[src/rtl/pipeline_hazard_ctrl_pkg.sv]
// Shared types for the pipeline hazard controller: FSM state, forward-select codes, default widths.
// Combinational definitions only; no latency or flow control.
package pipe_pkg;

   typedef enum logic {
      RUN      = 1'b0,
      MEM_WAIT = 1'b1
   } hazard_state_e;

   typedef logic [1:0] fwd_sel_e;

   localparam fwd_sel_e FWD_RF = 2'b00;
   localparam fwd_sel_e FWD_W  = 2'b01;
   localparam fwd_sel_e FWD_M  = 2'b10;

   localparam int PIPE_REG_AW = 5;

endpackage

[src/rtl/pipeline_hazard_ctrl_if.sv]
// Bundle between the pipeline datapath (master) and the hazard controller (slave).
// Counter outputs exist only when PIPE_PERF_CNT_EN is defined.
interface pipeline_hazard_ctrl_if
   import pipe_pkg::*;
#(
   parameter int REG_AW = PIPE_REG_AW,
   parameter int CNT_W  = 32
);

   logic [REG_AW-1:0] Rs1D, Rs2D;
   logic [REG_AW-1:0] Rs1E, Rs2E, RdE;
   logic [REG_AW-1:0] RdM, RdW;
   logic              RegWriteM, RegWriteW;
   logic              LoadE;
   logic              PCSrcE;
   logic              MemReqM, MemReadyM;

   logic              StallF, StallD, StallE, StallM;
   logic              FlushD, FlushE, FlushW;
   fwd_sel_e          ForwardAE, ForwardBE;

`ifdef PIPE_PERF_CNT_EN
   logic [CNT_W-1:0]  StallCycles, FlushCount;

   modport master (
      output Rs1D, Rs2D, Rs1E, Rs2E, RdE, RdM, RdW,
      output RegWriteM, RegWriteW, LoadE, PCSrcE, MemReqM, MemReadyM,
      input  StallF, StallD, StallE, StallM, FlushD, FlushE, FlushW,
      input  ForwardAE, ForwardBE, StallCycles, FlushCount
   );

   modport slave (
      input  Rs1D, Rs2D, Rs1E, Rs2E, RdE, RdM, RdW,
      input  RegWriteM, RegWriteW, LoadE, PCSrcE, MemReqM, MemReadyM,
      output StallF, StallD, StallE, StallM, FlushD, FlushE, FlushW,
      output ForwardAE, ForwardBE, StallCycles, FlushCount
   );
`else
   if (CNT_W < 1) begin : g_bad_cnt_w
      $error("CNT_W must be at least 1");
   end

   modport master (
      output Rs1D, Rs2D, Rs1E, Rs2E, RdE, RdM, RdW,
      output RegWriteM, RegWriteW, LoadE, PCSrcE, MemReqM, MemReadyM,
      input  StallF, StallD, StallE, StallM, FlushD, FlushE, FlushW,
      input  ForwardAE, ForwardBE
   );

   modport slave (
      input  Rs1D, Rs2D, Rs1E, Rs2E, RdE, RdM, RdW,
      input  RegWriteM, RegWriteW, LoadE, PCSrcE, MemReqM, MemReadyM,
      output StallF, StallD, StallE, StallM, FlushD, FlushE, FlushW,
      output ForwardAE, ForwardBE
   );
`endif

endinterface

[src/rtl/pipeline_hazard_ctrl_fwd_sel.sv]
// Execute-operand forwarding selector; purely combinational.
// Memory-stage result wins over Writeback; x0 never forwards.
module fwd_sel
   import pipe_pkg::*;
#(
   parameter int REG_AW = PIPE_REG_AW
) (
   input  logic [REG_AW-1:0] rs,
   input  logic [REG_AW-1:0] rd_m,
   input  logic [REG_AW-1:0] rd_w,
   input  logic              reg_write_m,
   input  logic              reg_write_w,
   output fwd_sel_e          sel
);

   always_comb begin
      sel = FWD_RF;
      if (reg_write_m && (rd_m != '0) && (rd_m == rs)) begin
         sel = FWD_M;
      end else if (reg_write_w && (rd_w != '0) && (rd_w == rs)) begin
         sel = FWD_W;
      end
   end

endmodule

[src/rtl/pipeline_hazard_ctrl.sv]
// Stall/flush/forward control for the 5-stage pipeline with a memory-wait freeze FSM.
// All controls are combinational in the same cycle; PIPE_PERF_CNT_EN adds saturating stall/flush counters.
module pipeline_hazard_ctrl
   import pipe_pkg::*;
#(
   parameter int REG_AW = PIPE_REG_AW,
   parameter int CNT_W  = 32
) (
   input logic                   clk,
   input logic                   rst,
   pipeline_hazard_ctrl_if.slave hz
);

   hazard_state_e state;
   logic          mem_stall;
   logic          lw_stall;
   fwd_sel_e      fwd_a;
   fwd_sel_e      fwd_b;

   fwd_sel #(.REG_AW(REG_AW)) u_fwd_a (
      .rs          (hz.Rs1E),
      .rd_m        (hz.RdM),
      .rd_w        (hz.RdW),
      .reg_write_m (hz.RegWriteM),
      .reg_write_w (hz.RegWriteW),
      .sel         (fwd_a)
   );

   fwd_sel #(.REG_AW(REG_AW)) u_fwd_b (
      .rs          (hz.Rs2E),
      .rd_m        (hz.RdM),
      .rd_w        (hz.RdW),
      .reg_write_m (hz.RegWriteM),
      .reg_write_w (hz.RegWriteW),
      .sel         (fwd_b)
   );

   assign mem_stall = ((state == MEM_WAIT) && !hz.MemReadyM) ||
                      ((state == RUN) && hz.MemReqM && !hz.MemReadyM);

   assign lw_stall = hz.LoadE && (hz.RdE != '0) &&
                     ((hz.RdE == hz.Rs1D) || (hz.RdE == hz.Rs2D));

   always_ff @(posedge clk) begin
      if (rst) begin
         state <= RUN;
      end else begin
         case (state)
            RUN:      if (hz.MemReqM && !hz.MemReadyM) state <= MEM_WAIT;
            MEM_WAIT: if (hz.MemReadyM) state <= RUN;
            default:  state <= RUN;
         endcase
      end
   end

   // A frozen pipeline defers the branch flush: E is held, so PCSrcE persists until release.
   always_comb begin
      hz.StallF    = 1'b0;
      hz.StallD    = 1'b0;
      hz.StallE    = 1'b0;
      hz.StallM    = 1'b0;
      hz.FlushD    = 1'b0;
      hz.FlushE    = 1'b0;
      hz.FlushW    = 1'b0;
      hz.ForwardAE = fwd_a;
      hz.ForwardBE = fwd_b;
      if (rst) begin
         hz.FlushD    = 1'b1;
         hz.FlushE    = 1'b1;
         hz.FlushW    = 1'b1;
         hz.ForwardAE = FWD_RF;
         hz.ForwardBE = FWD_RF;
      end else if (mem_stall) begin
         hz.StallF = 1'b1;
         hz.StallD = 1'b1;
         hz.StallE = 1'b1;
         hz.StallM = 1'b1;
         hz.FlushW = 1'b1;
      end else begin
         hz.StallF = lw_stall;
         hz.StallD = lw_stall;
         hz.FlushD = hz.PCSrcE;
         hz.FlushE = lw_stall || hz.PCSrcE;
      end
   end

`ifdef PIPE_PERF_CNT_EN
   logic [CNT_W-1:0] stall_cycles;
   logic [CNT_W-1:0] flush_count;

   always_ff @(posedge clk) begin
      if (rst) begin
         stall_cycles <= '0;
         flush_count  <= '0;
      end else begin
         if ((mem_stall || lw_stall) && (stall_cycles != '1)) begin
            stall_cycles <= stall_cycles + 1'b1;
         end
         if (hz.PCSrcE && !mem_stall && (flush_count != '1)) begin
            flush_count <= flush_count + 1'b1;
         end
      end
   end

   assign hz.StallCycles = stall_cycles;
   assign hz.FlushCount  = flush_count;
`else
   if (CNT_W < 1) begin : g_bad_cnt_w
      $error("CNT_W must be at least 1");
   end
`endif

endmodule
[src/flat_wrapper.sv]
// flat-port wrapper written by rule: the top's interface ports become plain ports
module pipeline_hazard_ctrl_flat import pipe_pkg::*;
#(
   parameter int REG_AW = PIPE_REG_AW,
   parameter int CNT_W  = 32
)
  (clk, rst, hz_Rs1D, hz_Rs2D, hz_Rs1E, hz_Rs2E, hz_RdE, hz_RdM, hz_RdW, hz_RegWriteM, hz_RegWriteW, hz_LoadE, hz_PCSrcE, hz_MemReqM, hz_MemReadyM, hz_StallF, hz_StallD, hz_StallE, hz_StallM, hz_FlushD, hz_FlushE, hz_FlushW, hz_ForwardAE, hz_ForwardBE);
  pipeline_hazard_ctrl_if #(.REG_AW(REG_AW), .CNT_W(CNT_W)) hz_i ();
  input logic clk;
  input logic rst;
  input wire logic [$bits(hz_i.Rs1D)-1:0] hz_Rs1D;
  input wire logic [$bits(hz_i.Rs2D)-1:0] hz_Rs2D;
  input wire logic [$bits(hz_i.Rs1E)-1:0] hz_Rs1E;
  input wire logic [$bits(hz_i.Rs2E)-1:0] hz_Rs2E;
  input wire logic [$bits(hz_i.RdE)-1:0] hz_RdE;
  input wire logic [$bits(hz_i.RdM)-1:0] hz_RdM;
  input wire logic [$bits(hz_i.RdW)-1:0] hz_RdW;
  input wire logic [$bits(hz_i.RegWriteM)-1:0] hz_RegWriteM;
  input wire logic [$bits(hz_i.RegWriteW)-1:0] hz_RegWriteW;
  input wire logic [$bits(hz_i.LoadE)-1:0] hz_LoadE;
  input wire logic [$bits(hz_i.PCSrcE)-1:0] hz_PCSrcE;
  input wire logic [$bits(hz_i.MemReqM)-1:0] hz_MemReqM;
  input wire logic [$bits(hz_i.MemReadyM)-1:0] hz_MemReadyM;
  output wire logic [$bits(hz_i.StallF)-1:0] hz_StallF;
  output wire logic [$bits(hz_i.StallD)-1:0] hz_StallD;
  output wire logic [$bits(hz_i.StallE)-1:0] hz_StallE;
  output wire logic [$bits(hz_i.StallM)-1:0] hz_StallM;
  output wire logic [$bits(hz_i.FlushD)-1:0] hz_FlushD;
  output wire logic [$bits(hz_i.FlushE)-1:0] hz_FlushE;
  output wire logic [$bits(hz_i.FlushW)-1:0] hz_FlushW;
  output wire logic [$bits(hz_i.ForwardAE)-1:0] hz_ForwardAE;
  output wire logic [$bits(hz_i.ForwardBE)-1:0] hz_ForwardBE;
  assign hz_i.Rs1D = hz_Rs1D;
  assign hz_i.Rs2D = hz_Rs2D;
  assign hz_i.Rs1E = hz_Rs1E;
  assign hz_i.Rs2E = hz_Rs2E;
  assign hz_i.RdE = hz_RdE;
  assign hz_i.RdM = hz_RdM;
  assign hz_i.RdW = hz_RdW;
  assign hz_i.RegWriteM = hz_RegWriteM;
  assign hz_i.RegWriteW = hz_RegWriteW;
  assign hz_i.LoadE = hz_LoadE;
  assign hz_i.PCSrcE = hz_PCSrcE;
  assign hz_i.MemReqM = hz_MemReqM;
  assign hz_i.MemReadyM = hz_MemReadyM;
  assign hz_StallF = hz_i.StallF;
  assign hz_StallD = hz_i.StallD;
  assign hz_StallE = hz_i.StallE;
  assign hz_StallM = hz_i.StallM;
  assign hz_FlushD = hz_i.FlushD;
  assign hz_FlushE = hz_i.FlushE;
  assign hz_FlushW = hz_i.FlushW;
  assign hz_ForwardAE = hz_i.ForwardAE;
  assign hz_ForwardBE = hz_i.ForwardBE;
  pipeline_hazard_ctrl #(.REG_AW(REG_AW), .CNT_W(CNT_W)) u_core (.clk(clk), .rst(rst), .hz(hz_i));
endmodule
[config.mk]
export PLATFORM = sky130hd
export DESIGN_NAME = pipeline_hazard_ctrl_flat
export DESIGN_NICKNAME = d
export VERILOG_FILES = /design/src/rtl/pipeline_hazard_ctrl_pkg.sv /design/src/rtl/pipeline_hazard_ctrl_if.sv /design/src/rtl/pipeline_hazard_ctrl_fwd_sel.sv /design/src/rtl/pipeline_hazard_ctrl.sv /design/src/flat_wrapper.sv
export SDC_FILE = /design/constraint.sdc
export NUM_CORES = 1
export LEC_CHECK = 0
export CORE_UTILIZATION = 29
export DETAILED_ROUTE_END_ITERATION = 6
export PLACE_DENSITY = 0.87
export SLEW_MARGIN = 15
export SYNTH_ARGS = -nofsm -noshare
export SYNTH_HDL_FRONTEND = slang
export SYNTH_HIERARCHICAL = 1
export SYNTH_SLANG_ARGS = --single-unit
[constraint.sdc]
create_clock -name clk -period 2.6 [get_ports clk]
set_clock_uncertainty 0.2 [all_clocks]
set_input_delay 0.78 -clock clk [delete_from_list [all_inputs] [get_ports clk]]
set_output_delay 0.78 -clock clk [all_outputs]
set_load 0.05 [all_outputs]
* Yosys cells after proc, flatten, opt, wreduce, memory -nomap -nowiden *
Index checks and enable logic that the tools add are counted.

word-level totals
  register bits = 1
  bits of input ports = 43
  output and inout port bits = 11
  word-level logic and storage cells = 45

operators by class
  equal/unequal tests = 6
  muxes and demuxes = 18
  bitwise gates (word level) = 1
  reduce and logical (&&, ||, !) cells = 19

operators by type and width
  operator                            count
  == test 5 bit                       6
  nonzero test 5 bit                  3
  2-to-1 mux 1 bit                    13
  logical AND 1 bit                   12
  2-to-1 mux 2 bit                    4
  logical OR 1 bit                    3
  one-hot mux 1 bit (2 select lines)  1
  logical NOT 1 bit                   1
  inverter 1 bit                      1

* Logic depth before layout (Yosys ltp) *
Gate-level depths: netlist of run 1.

  depth after elaboration = 6
  gate-level depth with buffers = 5
  gate-level depth less buffers = 5

* By module *
The synthesis of run 1 kept the hierarchy.

modules (own cells, without submodules)
  module                instances  cells each  area each (um^2)  sequential area each (um^2)
  fwd_sel               2          20          151.4             0.0
  pipeline_hazard_ctrl  1          33          241.5             20.0

* Worst setup path before layout of run 1 *
Ideal clock, no wire load.

  path type = input-to-output
  from = input hz_RdE[3]
  to = output hz_StallF
  data arrival time = 2.865 ns
  required time = 1.620 ns
  path slack = -1.245 ns
  stages on the path = 5
  buffers on the path = 1
  cells stage by stage = xor2_1 nor3_1 a22oi_1 o31ai_1 buf_4

on the way
  cells in the longest elaborated chain, start to end = 5
  elaborated cells on any way between the ends = 8
  those cells by class = 2 x eq/ne; 2 x mux; 4 x reduce/logical

ends and longest elaborated chain
  element                                                       RTL line                                                source
  start: declaration                                            flat_wrapper.sv:15                                      input wire logic [$bits(hz_i.RdE)-1:0] hz_RdE;
  == test 5 bit / nonzero test 5 bit (equally long branches)    pipeline_hazard_ctrl.sv:42, pipeline_hazard_ctrl.sv:41
  logical OR 1 bit / logical AND 1 bit (equally long branches)  pipeline_hazard_ctrl.sv:42, pipeline_hazard_ctrl.sv:41
  logical AND 1 bit *                                           pipeline_hazard_ctrl.sv:41                              assign lw_stall = hz.LoadE && (hz.RdE != '0) &&
  2-to-1 mux 1 bit * (2 in series)                              n/a
  end: declaration                                              flat_wrapper.sv:24                                      output wire logic [$bits(hz_i.StallF)-1:0] hz_StallF;

Every way passes the cells marked *; elsewhere a longest branch is shown, timed or not.

* Worst setup path in the final report of run 1 *
  from = input hz_Rs2D[4]
  to = output hz_StallF

on the way
  cells in the longest elaborated chain, start to end = 5

ends and longest elaborated chain
  element             RTL line                    source
  start: declaration  flat_wrapper.sv:12          input wire logic [$bits(hz_i.Rs2D)-1:0] hz_Rs2D;
  == test 5 bit       pipeline_hazard_ctrl.sv:42  ((hz.RdE == hz.Rs1D) || (hz.RdE == hz.Rs2D));
  logical OR 1 bit    pipeline_hazard_ctrl.sv:42
  logical AND 1 bit   pipeline_hazard_ctrl.sv:41
  2-to-1 mux 1 bit    pipeline_hazard_ctrl.sv:73  end else if (mem_stall) begin
  2-to-1 mux 1 bit    pipeline_hazard_ctrl.sv:67  if (rst) begin

No other way between the ends.

==> impl_summary.md, run 1 <==
Timing
The max-slew violation count came to 0. The final period utilization is 115%. Measured against its own limit, the worst slew margin works out to 77.9%.

Setup repair after global routing could not meet its margin everywhere. The smallest setup slack after layout is -394 ps. Derived from the worst setup path, the maximum achievable clock frequency is 334 MHz. Subtracting the final worst setup slack from the clock period gives 2990 ps. The number of failing hold endpoints at the final stage is 0. The final total negative setup slack is -2320 ps. Setup violations remaining at the end of the flow were counted as 7. The worst-margin pin slew is 333 ps. The tightest hold path in the finished design has a slack of 607 ps.

Floorplan
The area of the die is 2050 um^2. The number of rows in the core area is 15. The core region is 1750 um^2. The floorplan step set the die height to 45.3 um. The initial utilization of the core area, before any placement, comes to 31.2%. Pin placement for this block handled 54 I/O pins. The die width is 45.3 um.

Finish
The flip-flop count of the largest register after layout was 1. The fraction of final layout cells with drive strength greater than 1 is 65.4%. Compared with the post-synthesis result, the final layout area differs by 172%. The top cell types in the final layout, fill and taps aside, are 17 x buf_2, 13 x buf_6, 13 x xor2_1.

More flip-flops sit in one register than any other, and that register is u_core/state. The library cell used most frequently in the layout, excluding fill and tap cells, is buf_2. In the final layout, the registers with the most flip-flops are u_core/state x1. The final net count is 181. The antenna diode count is 0.

Yosys
Multiplexer cells account for 0% of the synthesized area. The dominant combinational cell family by area after synthesis is XOR/XNOR gates. The average cell area after synthesis is 7.46 um^2. The synthesized netlist devotes 20.5% of its cell area to compound gates. Counting flops and latches in the post-synthesis netlist gives 1. The post-synthesis instance area is 544 um^2. The share of Yosys cell area claimed by the top area cell type is 25.7%. The biggest area contributor in the post-synthesis netlist is xor2_1. Summing the areas of all xor and xnor instances in the mapped netlist gives 41.8% of the synthesized area. Ranked by total cell area, the synthesized netlist is headed by xor2_1 26%, xnor2_1 16%, o41ai_2 6.0%, nor3_1 5.5%, a211oi_2 4.6%. The number of nets handed over by synthesis was 116. Sequential elements use 3.68% of the synthesized area. The unique cell type count in the Yosys netlist is 21. For this run, the number of Yosys warnings is 6. Synthesis handed over a netlist of 73 instances. The arithmetic-cell share of the synthesized area counting full adders, half adders and majority gates is 0%.

The fraction of the mapped netlist area in simple logic gates is 29.9%.

Min path
The worst hold path belongs to the class flip-flop to flip-flop.

Clock tree
Clock-pin slew was measured on the worst setup and hold paths at 0 ps. The clock insertion delay at the later pin of the skew report is 0 ps. The number of hold buffers added after cts is 0.

Worst setup path
The buffer and inverter count on the worst path is 2. The worst setup path is launched from an input pin. The beginning of the critical path is hz_Rs2D[4]. Setup slack on the worst reg-to-reg path comes out at 1480 ps. The largest driver fanout on the critical path is 2. Walking the worst path, the cells encountered are buf_8 > xor2_2 > nor3_2 > a22oi_2 > o31ai_4 > buf_12.

The slowest cell on the critical path is o31ai_4. The most critical setup path has its endpoint at hz_StallF. The stage delay of the slowest cell on the critical path is 370 ps. STA classifies the critical path endpoint as an output port. The worst flop-to-flop path startpoint is u_core/state$_SDFF_PP0_. The number of cells on the critical path is 6.

STA puts the critical path data required time at 1620 ps. The data arrival time of the worst path is 2010 ps. The capture instance of the worst register-to-register path is u_core/state$_SDFF_PP0_. The classification of the worst setup path is input pin to output port. The number of cells on the worst reg-to-reg path is 4.

In this design, the largest share of critical-path delay is due to compound AO/OA/AOI/OAI gates.

Global routing
The number of global-route vias before repair came to 920. Global routing used 27.2% of the available tracks. The total grt overflow is 0. The pin count of the biggest net entering global routing is 7.

The wire length of the first global-routing pass is 3.96 mm. The initial antenna violation count is 0.

Pwr
Power spread over the standard cell area amounts to 184 nW/um^2. In this run the static leakage power is 0.608 nW. The worst IR drop on VDD is 0.144 mV.

Routing
The average wire per standard cell is 16.2 um. The length of the first detailed-routing pass in iterations is 4. The starting DRC count in detailed routing is 9. The via total after detailed routing is 797.

The residual DRC count is 0. In this run the remaining antenna-violating nets after routing total 0. Summed over all layers, the routed wires come to 2.61 mm. Using the TritonRoute via totals, the vias-per-cell ratio works out to 4.95.

Placement
The number of port buffers is 53. The HPWL after detailed placement is 1.85 mm. The congestion estimate from routability-driven global placement came to 0.801.

Flow run
The number of max-capacitance violations reported is 0.

Outcome
The checks that failed: negative setup slack. The flow ran to the end, but the final reports show violations.
==> stage by stage <==
step / setup slack (ps) / power [mW] / instances / instance area (um^2) / util (%)
after floorplan: -476 / 0.106 / 73 / 632 / -
after global placement: -710 / 0.238 / 157 / 1350 / 77.1
after detailed placement: -751 / 0.244 / 157 / 1350 / 77.1
after CTS: -389 / 0.258 / 161 / 1430 / 81.7
after global routing: -444 / 0.285 / 161 / 1480 / 84.7
final: -394 / 0.272 / 161 / 1480 / 84.7
==> cell type report <==
| class | count | area [um^2] |
|---|---|---|
| Tap cell | 25 | 31.3 |
| Multi-Input combinational cell | 68 | 731 |
| Inverter | 2 | 7.51 |
| Sequential cell | 1 | 20.0 |
| Timing Repair Buffer | 65 | 689 |
| Fill cell | 98 | 267 |
==> cell families (layout without fill, tap and decap cells) <==
| kind of cell | Yosys count | after routing |
|---|---|---|
| buffers and inverters | 4 | 67 |
| DFF | 1 | 1 |
| xor gates and xnor gates | 26 | 26 |
| and+or+nand+nor | 30 | 30 |
| AOI/OAI and AO/OA | 12 | 12 |
==> metal layers <==
| layer | vias to the layer above | track usage [%] | share of wire [%] |
|---|---|---|---|
| li1 | 378 | - | - |
| met1 | 360 | 26.4 | 33 |
| met2 | 53 | 57.4 | 58 |
| met3 | 6 | 1.20 | 6.4 |
| met4 | 0 | 10.9 | 2.8 |
| met5 | - | 0 | 0 |
==> cells in the mapped netlist (all sizes together) <==
| cell type | count |
|---|---|
| xor2 | 16 |
| xnor2 | 10 |
| nor3 | 8 |
| nor2 | 6 |
| nand2 | 4 |
| nand3 | 4 |
| nor2b | 4 |
| a21oi | 3 |
| a211oi | 2 |
| buf | 2 |
| inv | 2 |
| nor4 | 2 |
| o31ai | 2 |
| o41ai | 2 |
| a22oi | 1 |
| dfxtp | 1 |
| nand2b | 1 |
| o21ai | 1 |
| o21bai | 1 |
| or4 | 1 |
==> timing repair <==
action                     in CTS  in global routing
setup buffers                   4                  0
pin swaps                      40                 12
setup endpoints to repair      11                  8
gates resized for setup       165                 29
==> worst register-to-register path: cells and delay by family, from the launching register on <==
kind / cells / cell delay [ps]
AOI/OAI and AO/OA: 1 / 230
and+or+nand+nor: 1 / 40
buffers and inverters: 2 / 240
DFF: 1 / 300
==> how the worst min path moves through the flow <==
stage	startpoint	end	slack, ps	cells after the start
floorplan	u_core/state$_SDFF_PP0_	u_core/state$_SDFF_PP0_	350	2
global placement	u_core/state$_SDFF_PP0_	u_core/state$_SDFF_PP0_	480	3
detailed placement	u_core/state$_SDFF_PP0_	u_core/state$_SDFF_PP0_	500	3
CTS	u_core/state$_SDFF_PP0_	u_core/state$_SDFF_PP0_	570	4
global route	u_core/state$_SDFF_PP0_	u_core/state$_SDFF_PP0_	650	4
finish	u_core/state$_SDFF_PP0_	u_core/state$_SDFF_PP0_	610	4
==> power by group <==
part           total, mW  switching (mW)  internal [mW]
logic              0.255           0.124          0.131
registers         0.0170        0.000573         0.0164
clock network          0               0              0
Note: power is estimated with default switching activity, not from simulation.
==> inputs of run 2 (changes only) <==
--- a/config.mk
+++ b/config.mk
@@ -6,7 +6,9 @@
 export NUM_CORES = 1
 export LEC_CHECK = 0
 export CORE_UTILIZATION = 29
+export CTS_CLUSTER_SIZE = 30
 export DETAILED_ROUTE_END_ITERATION = 6
+export HOLD_SLACK_MARGIN = 0.12
 export PLACE_DENSITY = 0.87
 export SLEW_MARGIN = 15
 export SYNTH_ARGS = -nofsm -noshare
==> results of run 2 <==
The final DEF is identical to that of run 1; final timing and power are the same.
==> inputs of run 3 (changes only) <==
--- a/config.mk
+++ b/config.mk
@@ -6,7 +6,6 @@
 export NUM_CORES = 1
 export LEC_CHECK = 0
 export CORE_UTILIZATION = 29
-export CTS_CLUSTER_SIZE = 30
 export DETAILED_ROUTE_END_ITERATION = 6
 export HOLD_SLACK_MARGIN = 0.12
 export PLACE_DENSITY = 0.87
==> constraint.sdc (replaced) <==
create_clock -name clk -period 3.35 [get_ports clk]
set_clock_uncertainty 0.2 [all_clocks]
set_input_delay 1.005 -clock clk [delete_from_list [all_inputs] [get_ports clk]]
set_output_delay 1.005 -clock clk [all_outputs]
set_load 0.05 [all_outputs]
==> impl_summary.md, run 3 (synthesis results as in run 1) <==
Outcome
The flow ran to the end, but the final reports show violations. The final reports fail on negative setup slack.

Min path
The class of the tightest hold or removal check is flip-flop to flip-flop. The path with the worst hold slack has its endpoint at u_core/state$_SDFF_PP0_. The number of stages on the worst hold path is 4 (unchanged). The beginning of the worst hold path is u_core/state$_SDFF_PP0_.

Worst setup path
The data arrival time of the worst path is 2160 ps (+150 ps). The worst setup path is launched from an input pin. The critical path data required time is 2140 ps (+520 ps). The worst register-to-register path begins at u_core/state$_SDFF_PP0_. The setup slack on the worst flop-to-flop path is 2280 ps (+800 ps). STA classifies the critical path endpoint as an output port. The classification of the worst setup path is input pin to output port. In this run the critical register-to-register path is captured at u_core/state$_SDFF_PP0_. The largest driver fanout on the critical path is 3 (+1). The number of cells on the worst reg-to-reg path came to 4 (unchanged).

The most critical setup path has its startpoint at hz_RdE[0].

Routing
The length of the first detailed-routing pass in iterations was 2 (-2). The remaining antenna violation count came to 0 (unchanged). The starting DRC count in detailed routing came to 2 (-7). The total wire length is 2.32 mm (-11%). The via total after detailed routing is 776 (-2.6%). The residual DRC count is 0 (unchanged).

The mean number of vias per cell came to 4.85 (-2.0%). The average wire per standard cell is 14.5 um (-11%).

Timing
The post-layout minimum cycle time is 3370 ps. Setup repair after global routing could not meet its margin everywhere. In the finished design, the share of the clock period the worst path needs comes to 101%. The max-slew violation count was 0 (unchanged). The maximum clock frequency is 297 MHz. The worst hold slack is 575 ps (-31.4 ps). The smallest setup slack after layout is -19.5 ps (+374 ps). The worst slew margin relative to its limit is 77.6% (-0.29 points).

The final total negative setup slack is -52.2 ps (+2270 ps). The worst-margin pin slew is 338 ps (+4.40 ps). The setup-violating endpoint count in the final report is 3 (-4). The number of failing hold endpoints at the final stage is 0 (unchanged).

Floorplan
The area of the core is 1750 um^2 (unchanged). The starting density of the core was 31.2% (unchanged). The area of the die is 2050 um^2 (unchanged). The height of the die is 45.3 um (unchanged). The die width is 45.3 um (unchanged). The number of top-level design ports is 54 (unchanged). The number of rows in the core area is 15 (unchanged).

Flow run
The number of max-capacitance violations reported came to 0 (unchanged).

Finish
The fraction of final layout cells with drive strength greater than 1 was 60.7% (-4.7 points). The utilization of the core after routing is 78.4% (-6.3 points). More flip-flops sit in one register than any other, and that register is u_core/state. The final net count was 180 (-0.55%).

The final cell count without fillers came to 160 (-0.62%). The leading cell type in the layout, fill and taps excluded is buf_2. The antenna diode count was 0 (unchanged). The layout overhead on the synthesized area is 151%. Leaving out fill and tap cells, the most frequent cells in the layout are 17 x buf_2, 15 x xor2_1, 12 x buf_4. In the final layout, the registers with the most flip-flops are u_core/state x1. The final design area excluding fillers is 1370 um^2 (-7.4%).

The flip-flop count of the largest register after layout is 1 (unchanged).

Clock tree
The clock-pin slew of the registers on the worst-case setup and hold paths is 0 ps (unchanged). The number of hold buffers added after cts is 0 (unchanged). The clock insertion delay at the later pin of the skew report is 0 ps (unchanged).

Placement
The HPWL after detailed placement is 1.86 mm (+0.18%). The routability congestion estimate from global placement came to 0.885 (+10%). The number of cells in the design after placement is 157 (unchanged). The cell area after placement is 1300 um^2 (-3.5%). The placement-stage worst setup slack was -441 ps (+310 ps).

The number of port buffers was 53 (unchanged).

Global routing
The wire length of the first global-routing pass came to 3.24 mm (-18%). The total grt overflow is 0 (unchanged). The pin count of the biggest net entering global routing is 7 (unchanged). The number of global-route vias before repair is 792 (-14%).

The initial antenna violation count is 0 (unchanged). The global-route usage over all layers is 21.7% (-5.5 points).

Pwr
The post-route total power is 0.195 mW (-28%). The switching share of power is 46.4% (+0.49 points). The internal power is 0.105 mW (-29%).

The leakage component of the power is 0.556 nW (-8.6%). The power per unit of standard cell area is 143 nW/um^2 (-23%). The fraction of power consumed by sequential logic came to 6.7% (+0.5 points).

The portion of total power attributed to combinational logic was 93.3% (-0.5 points). The net switching power is 0.0906 mW (-28%). The worst IR drop on VDD is 0.0992 mV (-31%). The part of the total power dissipated in the clock network is 0% (unchanged).
==> run 3: cell types whose count changed in the layout (fill, tap and decap cells not counted), sizes merged <==
cell / change
clkdlybuf4s15: -2
dlygate4sd2: +2
buf: -5
clkdlybuf4s50: +3
clkbuf: +3
dlymetal6s2s: -2
==> run 3: repair_timing <==
action,in CTS,in global routing
endpoints found under the setup margin,9,8
pin swaps,35,21
setup buffers,1,3
resized for setup,136,30
==> run 3: final cells by class <==
cell class,instances,area [um^2]
fill,122,377
timing repair buffer,64,619
sequential,1,20.0
inverter,2,7.51
tap,25,31.3
multi-input combinational,68,691
==> run 3: metal layers <==
metal / routed length (um) / track usage, % / vias to the layer above
li1: - / - / 380
met1: 811 / 18.9 / 339
met2: 1230 / 46.7 / 51
met3: 222 / 4.40 / 6
met4: 59 / 7.27 / 0
met5: 0 / 0 / -
==> run 3: worst max-delay path: stages <==
cell	delay, ps
buf_8	100
xor2_2	170
nor3_2	200
a22oi_2	140
o31ai_4	360
buf_12	180
==> run 3: power groups by stage <==
stage / registers (mW) / clock network (mW) / logic, mW
after floorplan: 0.0128 / 0 / 0.0667
after global placement: 0.0128 / 0 / 0.167
after detailed placement: 0.0129 / 0 / 0.172
after CTS: 0.0132 / 0 / 0.167
after global routing: 0.0132 / 0 / 0.192
final: 0.0132 / 0 / 0.182
==> run 3: worst max-delay path by stage <==
| stage | end | cells past startpoint |
|---|---|---|
| final | hz_StallD | 6 |
| after global routing | hz_StallD | 6 |
| after CTS | hz_StallD | 5 |
| after detailed placement | hz_ForwardBE[1] | 7 |
| after global placement | hz_ForwardAE[0] | 6 |
| after floorplan | hz_StallF | 5 |
